[config.mk]
export PLATFORM = sky130hd
export DESIGN_NAME = tx_dwidth_conv_axis
export DESIGN_NICKNAME = d
export VERILOG_FILES = /design/src/rtl/tx_dwidth_pkg.sv /design/src/rtl/tx_word_sel.sv /design/src/rtl/tx_dwidth_conv_axis.sv
export SDC_FILE = /design/constraint.sdc
export NUM_CORES = 1
export LEC_CHECK = 0
export CAP_MARGIN = 20
export CORE_AREA = 2 2 156 158
export CTS_CLUSTER_SIZE = 8
export DETAILED_ROUTE_END_ITERATION = 10
export DIE_AREA = 0 0 158 160
export PLACE_DENSITY_LB_ADDON = 0.15
export SLEW_MARGIN = 30
export SYNTH_ARGS = -nofsm -noshare
export SYNTH_HDL_FRONTEND = slang
export SYNTH_SLANG_ARGS = --single-unit
[constraint.sdc]
create_clock -name clk -period 25.4 [get_ports clk]
set_input_delay 5.08 -clock clk [delete_from_list [all_inputs] [get_ports clk]]
set_output_delay 5.08 -clock clk [all_outputs]
set_load 0.02 [all_outputs]
[src/rtl/tx_dwidth_pkg.sv]
// Shared types and elaboration helpers for the TX width down-converter.
// Word ordering is selected by TX_DWIDTH_CONV_LSB_FIRST_EN (see tx_word_sel).
package tx_dwidth_pkg;

    typedef enum logic {
        ST_IDLE = 1'b0,
        ST_BUSY = 1'b1
    } state_t;

    function automatic int ratio(input int din_w, input int dout_w);
        return din_w / dout_w;
    endfunction

    function automatic int idx_w(input int r);
        return (r > 32'sd1) ? $clog2(r) : 32'sd1;
    endfunction

    // Bit position of the least-significant bit of word k inside a beat.
    function automatic int word_lsb(input int din_w, input int dout_w, input int k,
                                    input bit lsb_first);
        return lsb_first ? (k * dout_w) : (din_w - ((k + 32'sd1) * dout_w));
    endfunction

    function automatic int clamp_idx(input int idx, input int max_idx);
        return (idx > max_idx) ? max_idx : idx;
    endfunction

endpackage

[src/rtl/tx_word_sel.sv]
// Combinational RATIO:1 word mux over the held beat.
// Ordering: MSB-first by default, LSB-first when TX_DWIDTH_CONV_LSB_FIRST_EN is defined.
module tx_word_sel
    import tx_dwidth_pkg::*;
#(
    parameter int DWIDTH_IN  = 256,
    parameter int DWIDTH_OUT = 64,
    parameter int RATIO      = 4,
    parameter int IDX_W      = 2
) (
    input  logic [DWIDTH_IN-1:0]  hreg,
    input  logic [IDX_W-1:0]      cnt,
    output logic [DWIDTH_OUT-1:0] word
);

`ifdef TX_DWIDTH_CONV_LSB_FIRST_EN
    localparam bit LSB_FIRST = 1'b1;
`else
    localparam bit LSB_FIRST = 1'b0;
`endif

    logic [DWIDTH_OUT-1:0] words_s [RATIO];

    for (genvar k = 0; k < RATIO; k++) begin : g_word
        assign words_s[k] = hreg[word_lsb(DWIDTH_IN, DWIDTH_OUT, k, LSB_FIRST) +: DWIDTH_OUT];
    end

    // AND-OR select avoids out-of-range indexing when RATIO is not a power of two
    always_comb begin
        word = '0;
        for (int k = 0; k < RATIO; k++) begin
            word = word | ((cnt == IDX_W'(k)) ? words_s[k] : '0);
        end
    end

endmodule

[src/rtl/tx_dwidth_conv_axis.sv]
// TX width down-converter: one DWIDTH_IN beat out as RATIO DWIDTH_OUT words with
// valid/ready on both sides. Word order follows TX_DWIDTH_CONV_LSB_FIRST_EN.
module tx_dwidth_conv_axis
    import tx_dwidth_pkg::*;
#(
    parameter int  DWIDTH_IN  = 256,
    parameter int  DWIDTH_OUT = 64,
    localparam int RATIO      = ratio(DWIDTH_IN, DWIDTH_OUT),
    localparam int IDX_W      = idx_w(RATIO)
) (
    input  logic                  clk,
    input  logic                  rst,
    input  logic [DWIDTH_IN-1:0]  din,
    input  logic                  din_valid,
    output logic                  din_ready,
    input  logic                  din_last,
    input  logic [IDX_W-1:0]      din_last_idx,
    output logic [DWIDTH_OUT-1:0] dout,
    output logic                  dout_valid,
    input  logic                  dout_ready,
    output logic                  dout_sof,
    output logic                  dout_last
);

    if ((DWIDTH_IN < DWIDTH_OUT) || ((DWIDTH_IN % DWIDTH_OUT) != 32'sd0)) begin : g_width_chk
        $error("tx_dwidth_conv_axis: DWIDTH_IN must be an integer multiple of DWIDTH_OUT");
    end

    state_t                 state_r, state_s;
    logic [DWIDTH_IN-1:0]   hreg_r, hreg_s;
    logic [IDX_W-1:0]       cnt_r, cnt_s;
    logic [IDX_W-1:0]       lidx_r, lidx_s;
    logic                   lastflag_r, lastflag_s;
    logic [IDX_W-1:0]       end_idx_s;
    logic                   busy_s, final_s, load_s, drain_s;

    assign busy_s    = (state_r == ST_BUSY);
    assign end_idx_s = lastflag_r ? IDX_W'(clamp_idx(int'(lidx_r), RATIO - 32'sd1))
                                  : IDX_W'(RATIO - 32'sd1);
    assign final_s   = (cnt_r == end_idx_s);
    // Ready looks through dout_ready so the next beat loads as the final word drains
    assign din_ready = !busy_s || (dout_ready && final_s);
    assign load_s    = din_valid && din_ready;
    assign drain_s   = busy_s && dout_ready;

    // Next-state: a load wins over a plain drain in the same cycle
    always_comb begin
        state_s    = state_r;
        hreg_s     = hreg_r;
        cnt_s      = cnt_r;
        lastflag_s = lastflag_r;
        lidx_s     = lidx_r;
        if (load_s) begin
            state_s    = ST_BUSY;
            hreg_s     = din;
            cnt_s      = '0;
            lastflag_s = din_last;
            lidx_s     = din_last_idx;
        end else if (drain_s) begin
            if (final_s) begin
                state_s = ST_IDLE;
            end else begin
                cnt_s = cnt_r + IDX_W'(1);
            end
        end else begin
            state_s = state_r;
        end
    end

    // State register; reset discards any held beat
    always_ff @(posedge clk or posedge rst) begin
        if (rst) begin
            state_r    <= ST_IDLE;
            hreg_r     <= '0;
            cnt_r      <= '0;
            lastflag_r <= 1'b0;
            lidx_r     <= '0;
        end else begin
            state_r    <= state_s;
            hreg_r     <= hreg_s;
            cnt_r      <= cnt_s;
            lastflag_r <= lastflag_s;
            lidx_r     <= lidx_s;
        end
    end

    tx_word_sel #(
        .DWIDTH_IN  (DWIDTH_IN),
        .DWIDTH_OUT (DWIDTH_OUT),
        .RATIO      (RATIO),
        .IDX_W      (IDX_W)
    ) u_word_sel (
        .hreg (hreg_r),
        .cnt  (cnt_r),
        .word (dout)
    );

    assign dout_valid = busy_s;
    assign dout_sof   = busy_s && (cnt_r == '0);
    assign dout_last  = busy_s && lastflag_r && final_s;

endmodule

* Word level (Yosys, flattened, before mapping)
Cells that the tools add are included.
** Operators by class
- Equality and inequality tests :: 5
- Bitwise gates (word level) :: 3
- Muxes and demuxes :: 11
- Reductions and logical operators :: 13
- Shift operators :: 0
- Multiply operators :: 0
- Div/mod/pow operators :: 0
- Magnitude comparators :: 0
- Add/subtract/negate cells :: 1
** Operator list (number)
- $mux W64 :: 4
- $or A64 B64 Y64 :: 3
- $mux W2 :: 4
- $logic_and A1 B1 Y1 :: 6
- $eq A2 B2 Y1 const B :: 2
- $reduce_and A2 Y1 :: 2
- $reduce_bool A2 Y1 :: 2
- $mux W1 :: 3
- $add A2 B1 Y2 const B :: 1
- $eq A2 B1 Y1 const B :: 1
- $eq A2 B2 Y1 :: 1
- $logic_not A2 Y1 :: 1
- $ne A2 B1 Y1 const B :: 1
- $logic_not A1 Y1 :: 1
- $logic_or A1 B1 Y1 :: 1
** Storage, ports and cells
- Latch bits :: 0
- ROM bits :: 0
- Word-level logic and storage cells :: 38
- Flip-flop bits (word level) :: 262
- Input port bits :: 263
- Memories :: 0
- Output and inout bits :: 68
- Bits in writable memories :: 0

* Longest topological paths before layout
Gate-level depths: netlist (run 1).
- Depth in word-level cells :: 7
- Depth in mapped cells :: 7
- Gate-level depth less buffers :: 4

* Cells and area by module
From an unflattened synthesis (run 1), not the netlist that was laid out.
** Unflattened totals
- Cell total of the unflattened synthesis :: 656
- Area, all modules :: 11478.5 µm²
** By module, submodules not included
- tx_dwidth_conv_axis :: times used 1, cells each 578, area an instance 9855.7 µm², seq. area each 6556.3 µm²
- tx_word_sel :: times used 1, cells each 78, area an instance 1622.8 µm², seq. area each 0.0 µm²

* Worst setup path after synthesis (run 1)
No wires, ideal clock.
- Path type :: in2out
- Start :: input dout_ready
- End :: output din_ready
- Required time :: 20320 ps
- Slack :: 14908 ps
- Cell stages on the path :: 2
- Data arrival time :: 5412 ps
- Path buffers :: 0
- Path through :: nor2b_1 nor2_1
** Between the ends
- Cells in the longest elaborated chain, start to end :: 2
** RTL lines
- from (decl) :: RTL line tx_dwidth_conv_axis.sv:20 : input logic dout_ready,
- $logic_and A1 B1 Y1 :: RTL line tx_dwidth_conv_axis.sv:42 : assign din_ready = !busy_s || (dout_ready && final_s);
- $logic_or A1 B1 Y1 :: RTL line tx_dwidth_conv_axis.sv:42
- to (decl) :: RTL line tx_dwidth_conv_axis.sv:15 : output logic din_ready,
Every way passes these cells.

* Worst setup path in the final report (run 1)
Same ends and word-level chain as after synthesis.

==> results.json, run 1 <==
{
  "status": "completed",
  "synth-edff-count": 0,
  "dpl.hpwl_um": 19600,
  "synth_top_area_cell": "dfrtp_1",
  "synth-async-reset-ratio": 1.00,
  "register_area_sq_um": 6560,
  "slowest_delay_ns": 0.64,
  "cts_setup_buffers": 0,
  "cts_buffer_depth": 3,
  "p_comb_frac": 0.465,
  "yosysUniqueCellTypes": 29,
  "max_cap_violations": 0,
  "clkTransAtPathRegs_ns": 0.05,
  "syn_area_sq_um": 12100,
  "die_h_um": 160,
  "htreeDepth": 2,
  "p_total_mw": 2.27,
  "grt_remaining_overflow": 0,
  "drcViolationCount": 0,
  "initial_core_util": 0.508,
  "routedWlPerCell_um": 21.1,
  "seq_area_frac_synth": 0.542,
  "vias_per_cell": 5.40,
  "grt_pass1_vias": 8712,
  "track_usage": 0.241,
  "syn_nets": 1068,
  "cts_sinks": 262,
  "p_sw_frac": 0.329,
  "fillers": 1707,
  "place.gp.congestion": 0.769,
  "boundaryPins": 331,
  "cp_slowest_cell": "clkdlybuf4s50_1",
  "crit_chain": "clkdlybuf4s50_1 -> nor2b_1 -> nor2_1 -> clkdlybuf4s50_1",
  "ir_drop_v": 0.0000740,
  "timing.setup.tns_ns": 0,
  "core_area_sq_um": 23800,
  "fin_nets": 1390,
  "die_x_um": 158,
  "fin_skew_ns": 0.00572,
  "yosysWarnings": 0,
  "power_density_nw_per_um2": 137,
  "syn_to_final_growth_pct": 37.0,
  "maxSlewHeadroom": 0.359,
  "cp.required_ns": 20.32,
  "drtPass1Iterations": 5,
  "grt_pass1_wl_um": 47500,
  "cts_tree": "done",
  "ant_nets": 0,
  "synthFlopType": "dfrtp_1",
  "drt-initial-drc-count": 422,
  "period_share": 0.453,
  "setup_viol": 0,
  "rows": 57,
  "power_frac_seq": 0.335,
  "fp.dieArea_sq_um": 25300,
  "critPathLaunchType": "primary input",
  "timing.fmax_mhz": 86.9,
  "critPathMaxFanout": 4,
  "drive_above_1_share": 0.283,
  "synth_seq_cells": 262,
  "vias": 7859,
  "finalHoldViolations": 0,
  "p_sw_mw": 0.745,
  "clk_latency_ns": 0.50,
  "clockPowerShare": 0.200,
  "p_leak_nw": 7.81,
  "synth.avg_cell_area_sq_um": 15.1,
  "endpoint_kind": "output port",
  "syn_inst": 801,
  "crit_type": "in2out",
  "root_buffer": "clkbuf_16",
  "period_needed_ns": 11.51,
  "cts.repair.resized": 0,
  "synth_top_area_frac": 0.542,
  "cts_buffers": 38,
  "grt_max_degree": 130,
  "wl_um": 30700,
  "p_int_mw": 1.52,
  "cp_common_cell": "clkdlybuf4s50_1",
  "rsz0062_at_grt": "false",
  "tightest_slew_ns": 0.961,
  "ys_top_cells_by_area": "dfrtp_1, mux2_4, a22oi_1",
  "critical_path_arrival_ns": 6.43,
  "antenna_found_initial": 6,
  "numPortBuffers": 330,
  "hold_class": "reg2reg",
  "cts_hold_buf": 0,
  "multi_input_area_sq_um": 5140,
  "slew_violations": 0
}
-- synthesized netlist by cell type, types with 4 or more instances --
cell and number:
nand2_1 67, ha_1 4, mux2_4 210, buf_2 5, clkbuf_1 15, a22oi_1 128
buf_1 13, dfrtp_1 262, buf_6 24, mux2_2 49
-- placed cells by master (no fill, tap or decap), drive strengths merged, types with 2 or more instances in the layout --
master         Yosys  layout
a22oi            128     128
a31o               2       2
buf               42       9
clkbuf            15      42
clkdlybuf4s50      0     330
dfrtp            262     262
diode              0       6
ha                 4       4
inv                3       3
mux2             259     259
nand2             67      67
nand2b             2       2
nor3               2       2
or3                2       2
xor2               2       2
-- per-stage QoR --
step | utilization | instances | hold slack (ns) | setup slack, ns | cell area [sq um]
after global placement | 0.651 | 1407 | 0.488 | 13.94 | 15500
after detailed placement | 0.651 | 1407 | 0.493 | 13.92 | 15500
after floorplan | - | 801 | 0.480 | 13.11 | 12100
final | 0.695 | 1455 | 0.503 | 13.89 | 16600
after CTS | 0.695 | 1449 | 0.505 | 13.91 | 16500
after global routing | 0.695 | 1455 | 0.516 | 13.85 | 16600
-- logic make-up (layout without fill, tap and decap cells) --
family                   count (synthesis)  after routing  synth area share
other                                    0              6                 0
AO/OA/AOI/OAI                          136            136            0.0853
multiplexers                           259            259             0.306
AND/OR/NAND/NOR                         78             78            0.0263
buffers and inverters                   60            384            0.0341
XOR/XNOR                                 2              2           0.00145
adder cells (fa/ha/maj)                  4              4           0.00414
flip-flops                             262            262             0.542
-- routing by layer --
layer | GRT usage | vias up | wire [um]
met2 | 0.396 | 293 | 14800
met1 | 0.302 | 3943 | 12600
met3 | 0.0730 | 54 | 2440
met5 | 0 | - | 0
li1 | - | 3569 | -
met4 | 0.0856 | 0 | 842
-- final timing paths --
kind	from	endpoint	slack (ns)	cells after the start
max	dout_ready	din_ready	13.89	4
min	hreg_r[80]	hreg_r[80]	0.50	1
max reg2reg	cnt_r[0]	hreg_r[84]	22.36	5
min reg2reg	hreg_r[80]	hreg_r[80]	0.50	1
max in group asynchronous	rst	hreg_r[224]	18.83	3
min in group asynchronous	rst	hreg_r[102]	5.17	2
-- worst max-delay path, delay by kind of cell --
kind | cells | cell delay (ns)
buf+inv | 2 | 1.16
simple gates | 2 | 0.19
-- power groups by stage --
stage | Sequential [mW] | Combinational, mW | Clock (mW)
final | 0.759 | 1.05 | 0.453
after global routing | 0.785 | 1.13 | 0.479
after CTS | 0.758 | 1.06 | 0.461
after detailed placement | 0.758 | 1.06 | 0
after global placement | 0.750 | 1.04 | 0
after floorplan | 0.722 | 0.731 | 0
-- cell type report --
cell class              count  share of cell area
flip-flops and latches    262               0.396
clock buffers              42              0.0628
repair buffers            339               0.205
multi-input cells         479               0.310
inverters                   3             0.00113
diodes                      6            0.000907
well taps                 324              0.0245
-- sequential cells by signal, indices dropped and copies added, names as in the netlist --
signal and cells:
lidx_r 2, hreg_r 256, dout_valid 1, lastflag_r 1, cnt_r 2
Note: power is estimated with default switching activity, not from simulation.
==> inputs of run 2 (changes only) <==
--- a/config.mk
+++ b/config.mk
@@ -6,10 +6,10 @@
 export NUM_CORES = 1
 export LEC_CHECK = 0
 export CAP_MARGIN = 20
-export CORE_AREA = 2 2 156 158
+export CORE_AREA = 2 2 161 163
 export CTS_CLUSTER_SIZE = 8
 export DETAILED_ROUTE_END_ITERATION = 10
-export DIE_AREA = 0 0 158 160
+export DIE_AREA = 0 0 163 165
 export PLACE_DENSITY_LB_ADDON = 0.15
 export SLEW_MARGIN = 30
 export SYNTH_ARGS = -nofsm -noshare
==> constraint.sdc (replaced) <==
create_clock -name clk -period 10.6 [get_ports clk]
set_input_delay 2.12 -clock clk [delete_from_list [all_inputs] [get_ports clk]]
set_output_delay 2.12 -clock clk [all_outputs]
set_load 0.02 [all_outputs]
==> results.json, run 2 (synthesis results as in run 1) <==
{
  "status": "completed",
  "die_x_um": 163,
  "fin_nets": 1391,
  "numPortBuffers": 330,
  "drtPass1Iterations": 4,
  "grt_remaining_overflow": 0,
  "drcViolationCount": 0,
  "fillers": 1836,
  "layout_setup_ws_ns": 4.97,
  "drive_above_1_share": 0.283,
  "rsz0062_at_grt": "false",
  "maxSlewHeadroom": 0.451,
  "setup_viol": 0,
  "vias_per_cell": 5.38,
  "stdcell_count": 1456,
  "vias": 7832,
  "place.gp.congestion": 0.780,
  "ant_nets": 0,
  "p_comb_frac": 0.465,
  "p_sw_mw": 1.79,
  "cts.repair.resized": 0,
  "routedWlPerCell_um": 21.2,
  "rows": 58,
  "whs_path_depth": 1,
  "p_int_mw": 3.64,
  "reg2reg_depth": 6,
  "slew_violations": 0,
  "timing.fmax_mhz": 178,
  "fp.dieArea_sq_um": 26900,
  "root_buffer": "clkbuf_16",
  "post_dp_cell_area_sq_um": 15500,
  "crit_type": "in2out",
  "cts_buffer_depth": 3,
  "track_usage": 0.231,
  "final_cell_mix": "clkdlybuf4s50_1, dfrtp_1, mux2_4",
  "ir_drop_v": 0.000205,
  "largest_register_ffs": 256,
  "syn_to_final_growth_pct": 37.3,
  "fin_area_sq_um": 16600,
  "period_share": 0.531,
  "initial_core_util": 0.483,
  "clkTransAtPathRegs_ns": 0.05,
  "fin_skew_ns": 0.00591,
  "cts_setup_buffers": 0,
  "power_density_nw_per_um2": 327,
  "regMostFlops": "hreg_r",
  "hold_class": "reg2reg",
  "drt-initial-drc-count": 482,
  "cts_buffers": 38,
  "cp.required_ns": 8.48,
  "critPathLaunchType": "primary input",
  "period_needed_ns": 5.63,
  "wl_um": 30900,
  "layout_commonest_cell": "clkdlybuf4s50_1",
  "clockPowerShare": 0.200,
  "dpl.hpwl_um": 20000,
  "clk_latency_ns": 0.50,
  "p_total_mw": 5.43,
  "grt_pass1_wl_um": 48100,
  "cts_tree": "done",
  "htreeDepth": 2,
  "p_leak_nw": 7.83,
  "antenna_found_initial": 0,
  "largest_registers": "hreg_r: 256 flops, cnt_r: 2 flops, lidx_r: 2 flops",
  "dp.cells": 1414,
  "max_cap_violations": 0,
  "die_h_um": 165,
  "grt_max_degree": 133,
  "critPathMaxFanout": 4,
  "grt_pass1_vias": 8637,
  "p_sw_frac": 0.329,
  "antenna_cells": 0,
  "power_frac_seq": 0.335,
  "timing.setup.tns_ns": 0,
  "core_area_sq_um": 25000,
  "tightest_slew_ns": 0.824,
  "dp_slack_ns": 5.01,
  "finalHoldViolations": 0,
  "cts_hold_buf": 0,
  "boundaryPins": 331,
  "endpoint_kind": "output port",
  "critical_path_arrival_ns": 3.51,
  "cts_sinks": 262
}
run 2: cell count changes in the layout (fill, tap and decap cells not counted), sizes merged:
cell and delta:
buf +1, diode -6, inv -1, clkinv +1
run 2: critical path: stages:
cell	delay, ns
clkdlybuf4s50_1	0.52
nor2b_1	0.09
nor2_1	0.10
clkdlybuf4s50_1	0.67
run 2: worst paths after layout:
path,startpoint,to,slack [ns]
worst max-delay path,dout_ready,din_ready,4.97
worst min-delay path,hreg_r[52],hreg_r[52],0.50
worst max register to register,cnt_r[0],hreg_r[39],7.48
worst min register to register,hreg_r[52],hreg_r[52],0.50
max in group asynchronous,rst,hreg_r[59],7.21
min in group asynchronous,rst,hreg_r[217],2.10
run 2: power by group through the flow:
stage | combinational (mW) | sequential (mW) | clock, mW
2_1_floorplan | 1.75 | 1.73 | 0
3_3_place_gp | 2.50 | 1.80 | 0
6_report | 2.53 | 1.82 | 1.09
5_1_grt | 2.70 | 1.88 | 1.16
3_5_place_dp | 2.53 | 1.82 | 0
4_1_cts | 2.55 | 1.82 | 1.11
run 2: final cells by class:
type / count / area [sq um] / area share
Clock buffer: 42 / 1040 / 0.0626
Inverter: 3 / 23.8 / 0.00143
Multi-Input combinational cell: 479 / 5150 / 0.310
Sequential cell: 262 / 6560 / 0.395
Tap cell: 330 / 413 / 0.0249
Timing Repair Buffer: 340 / 3420 / 0.206
run 2: per-stage QoR:
stage | hold slack, ns | util
final | 0.504 | 0.663
after floorplan | 0.480 | -
after CTS | 0.506 | 0.662
after global placement | 0.489 | 0.620
after global routing | 0.519 | 0.663
after detailed placement | 0.494 | 0.621
run 2: per-layer routing:
metal,vias to the layer above,part of all wire,global-route usage
met1,3924,0.43,0.302
li1,3560,-,-
met5,-,0,0
met3,50,0.078,0.0671
met4,0,0.025,0.0764
met2,298,0.47,0.372
==> inputs of run 3 (changes only) <==
==> constraint.sdc (replaced) <==
create_clock -name clk -period 5.31 [get_ports clk]
set_input_delay 1.062 -clock clk [delete_from_list [all_inputs] [get_ports clk]]
set_output_delay 1.062 -clock clk [all_outputs]
set_load 0.02 [all_outputs]
==> results.json, run 3 (synthesis results as in run 1) <==
{
  "grtUsageMet3": 0.0693,
  "syn_to_final_growth_pct": 38.3,
  "fin_nets": 1399,
  "grt_pass1_vias": 8470,
  "dpl.hpwl_um": 21200,
  "routedWlPerCell_um": 21.4,
  "initial_core_util": 0.483,
  "finalHoldViolations": 0,
  "layout_commonest_cell": "clkdlybuf4s50_1",
  "track_usage": 0.232,
  "clk_latency_ns": 0.49,
  "cts.repair.resized": 0,
  "timing.setup.tns_ns": 0,
  "root_buffer": "clkbuf_16",
  "drive_above_1_share": 0.288,
  "hold_class": "reg2reg",
  "clkTransAtPathRegs_ns": 0.05,
  "critPathLaunchType": "flop",
  "regMostFlops": "hreg_r",
  "final_util": 0.668,
  "globalRoute.busiestLayer": "met2",
  "largest_registers": "hreg_r: 256 flops, cnt_r: 2 flops, lidx_r: 2 flops",
  "htreeDepth": 2,
  "period_needed_ns": 4.29,
  "cts_buffers": 38,
  "cp.required_ns": 4.25,
  "grt_pass1_wl_um": 48200,
  "ant_nets": 0,
  "grt_max_degree": 185,
  "status": "completed",
  "cts_sinks": 262,
  "setup_viol": 0,
  "vias_per_cell": 5.43,
  "maxSlewHeadroom": 0.424,
  "fp.dieArea_sq_um": 26900,
  "die_x_um": 163,
  "core_area_sq_um": 25000,
  "p_leak_nw": 7.88,
  "timing.fmax_mhz": 233,
  "antenna_found_initial": 1,
  "cts_setup_buffers": 0,
  "drcViolationCount": 0,
  "fin_skew_ns": 0.00889,
  "vias": 7964,
  "cts_buffer_depth": 3,
  "drt-initial-drc-count": 557,
  "critPathMaxFanout": 33,
  "numPortBuffers": 330,
  "period_share": 0.807,
  "slew_violations": 0,
  "place.gp.congestion": 0.847,
  "boundaryPins": 331,
  "ir_drop_v": 0.000437,
  "power_density_nw_per_um2": 651,
  "cts_hold_buf": 0,
  "crit_type": "reg2out",
  "tightest_slew_ns": 0.864,
  "grt_remaining_overflow": 0,
  "rsz0062_at_grt": "false",
  "endpoint_kind": "output port",
  "hp-start": "hreg_r[59]",
  "drtPass1Iterations": 5,
  "rows": 58,
  "wl_um": 31300,
  "grt_util_met2": 0.361,
  "cts_tree": "done",
  "die_h_um": 165,
  "largest_register_ffs": 256,
  "r2r_start": "cnt_r[0]",
  "gr-usage-met1": 0.311,
  "critical_path_arrival_ns": 3.22,
  "crit_path_start": "cnt_r[1]",
  "max_cap_violations": 0,
  "final_cell_mix": "clkdlybuf4s50_1, dfrtp_1, mux2_4"
}
==> run 3: changes by cell type in the layout (fill, tap and decap cells not counted), sizes merged <==
cell / before / now
buf: 10 / 18
diode: 0 / 2
clkinv: 1 / 0
clkinvlp: 0 / 1
==> run 3: worst paths after layout <==
| kind | endpoint | cells past startpoint | slack [ns] |
|---|---|---|---|
| hold reg to reg | hreg_r[59] | 1 | 0.50 |
| min in group asynchronous | hreg_r[125] | 2 | 0.88 |
| hold / removal | hreg_r[59] | 1 | 0.50 |
| setup reg to reg | hreg_r[66] | 5 | 2.58 |
| setup / recovery | dout[33] | 6 | 1.02 |
| max in group asynchronous | hreg_r[153] | 4 | 3.23 |
==> run 3: power by group <==
group	leakage [nW]	total [mW]	switching (mW)	internal [mW]
sequential	3.14	3.67	0.641	3.03
clock	0.512	2.15	0.798	1.36
combinational	4.22	5.06	2.13	2.93
total	7.88	10.9	3.57	7.31
==> run 3: metal layers <==
layer | routed length (um) | part of all wire
met5 | 0 | 0
met4 | 889 | 0.028
met3 | 2650 | 0.085
met1 | 13300 | 0.42
met2 | 14500 | 0.46
==> run 3: final cells by class <==
type,instances,area [sq um]
fillers,1886,8320
flip-flops and latches,262,6560
multi-input cells,479,5140
repair buffers,348,3550
clock buffers,42,1040
well taps,330,413
inverters,3,15.0
diodes,2,5.00
==> run 3: critical path, stage by stage, from the launching register on <==
cell and delay, ns:
dfrtp_1 0.46, inv_1 0.16, ha_2 0.74, buf_4 0.49, a22oi_1 0.15, nand2_1 0.11
clkdlybuf4s50_1 0.61
==> run 3: metrics by stage <==
| step | instances | setup WS (ns) | total power, mW | instance area, sq um | hold slack, ns |
|---|---|---|---|---|---|
| 2_1_floorplan | 801 | 0.792 | 6.95 | 12100 | 0.480 |
| 5_1_grt | 1466 | 0.847 | 11.5 | 16700 | 0.520 |
| 6_report | 1466 | 1.02 | 10.9 | 16700 | 0.502 |
| 4_1_cts | 1463 | 0.995 | 11.0 | 16700 | 0.504 |
| 3_5_place_dp | 1421 | 1.57 | 8.72 | 15600 | 0.494 |
| 3_3_place_gp | 1421 | 1.69 | 8.63 | 15600 | 0.489 |
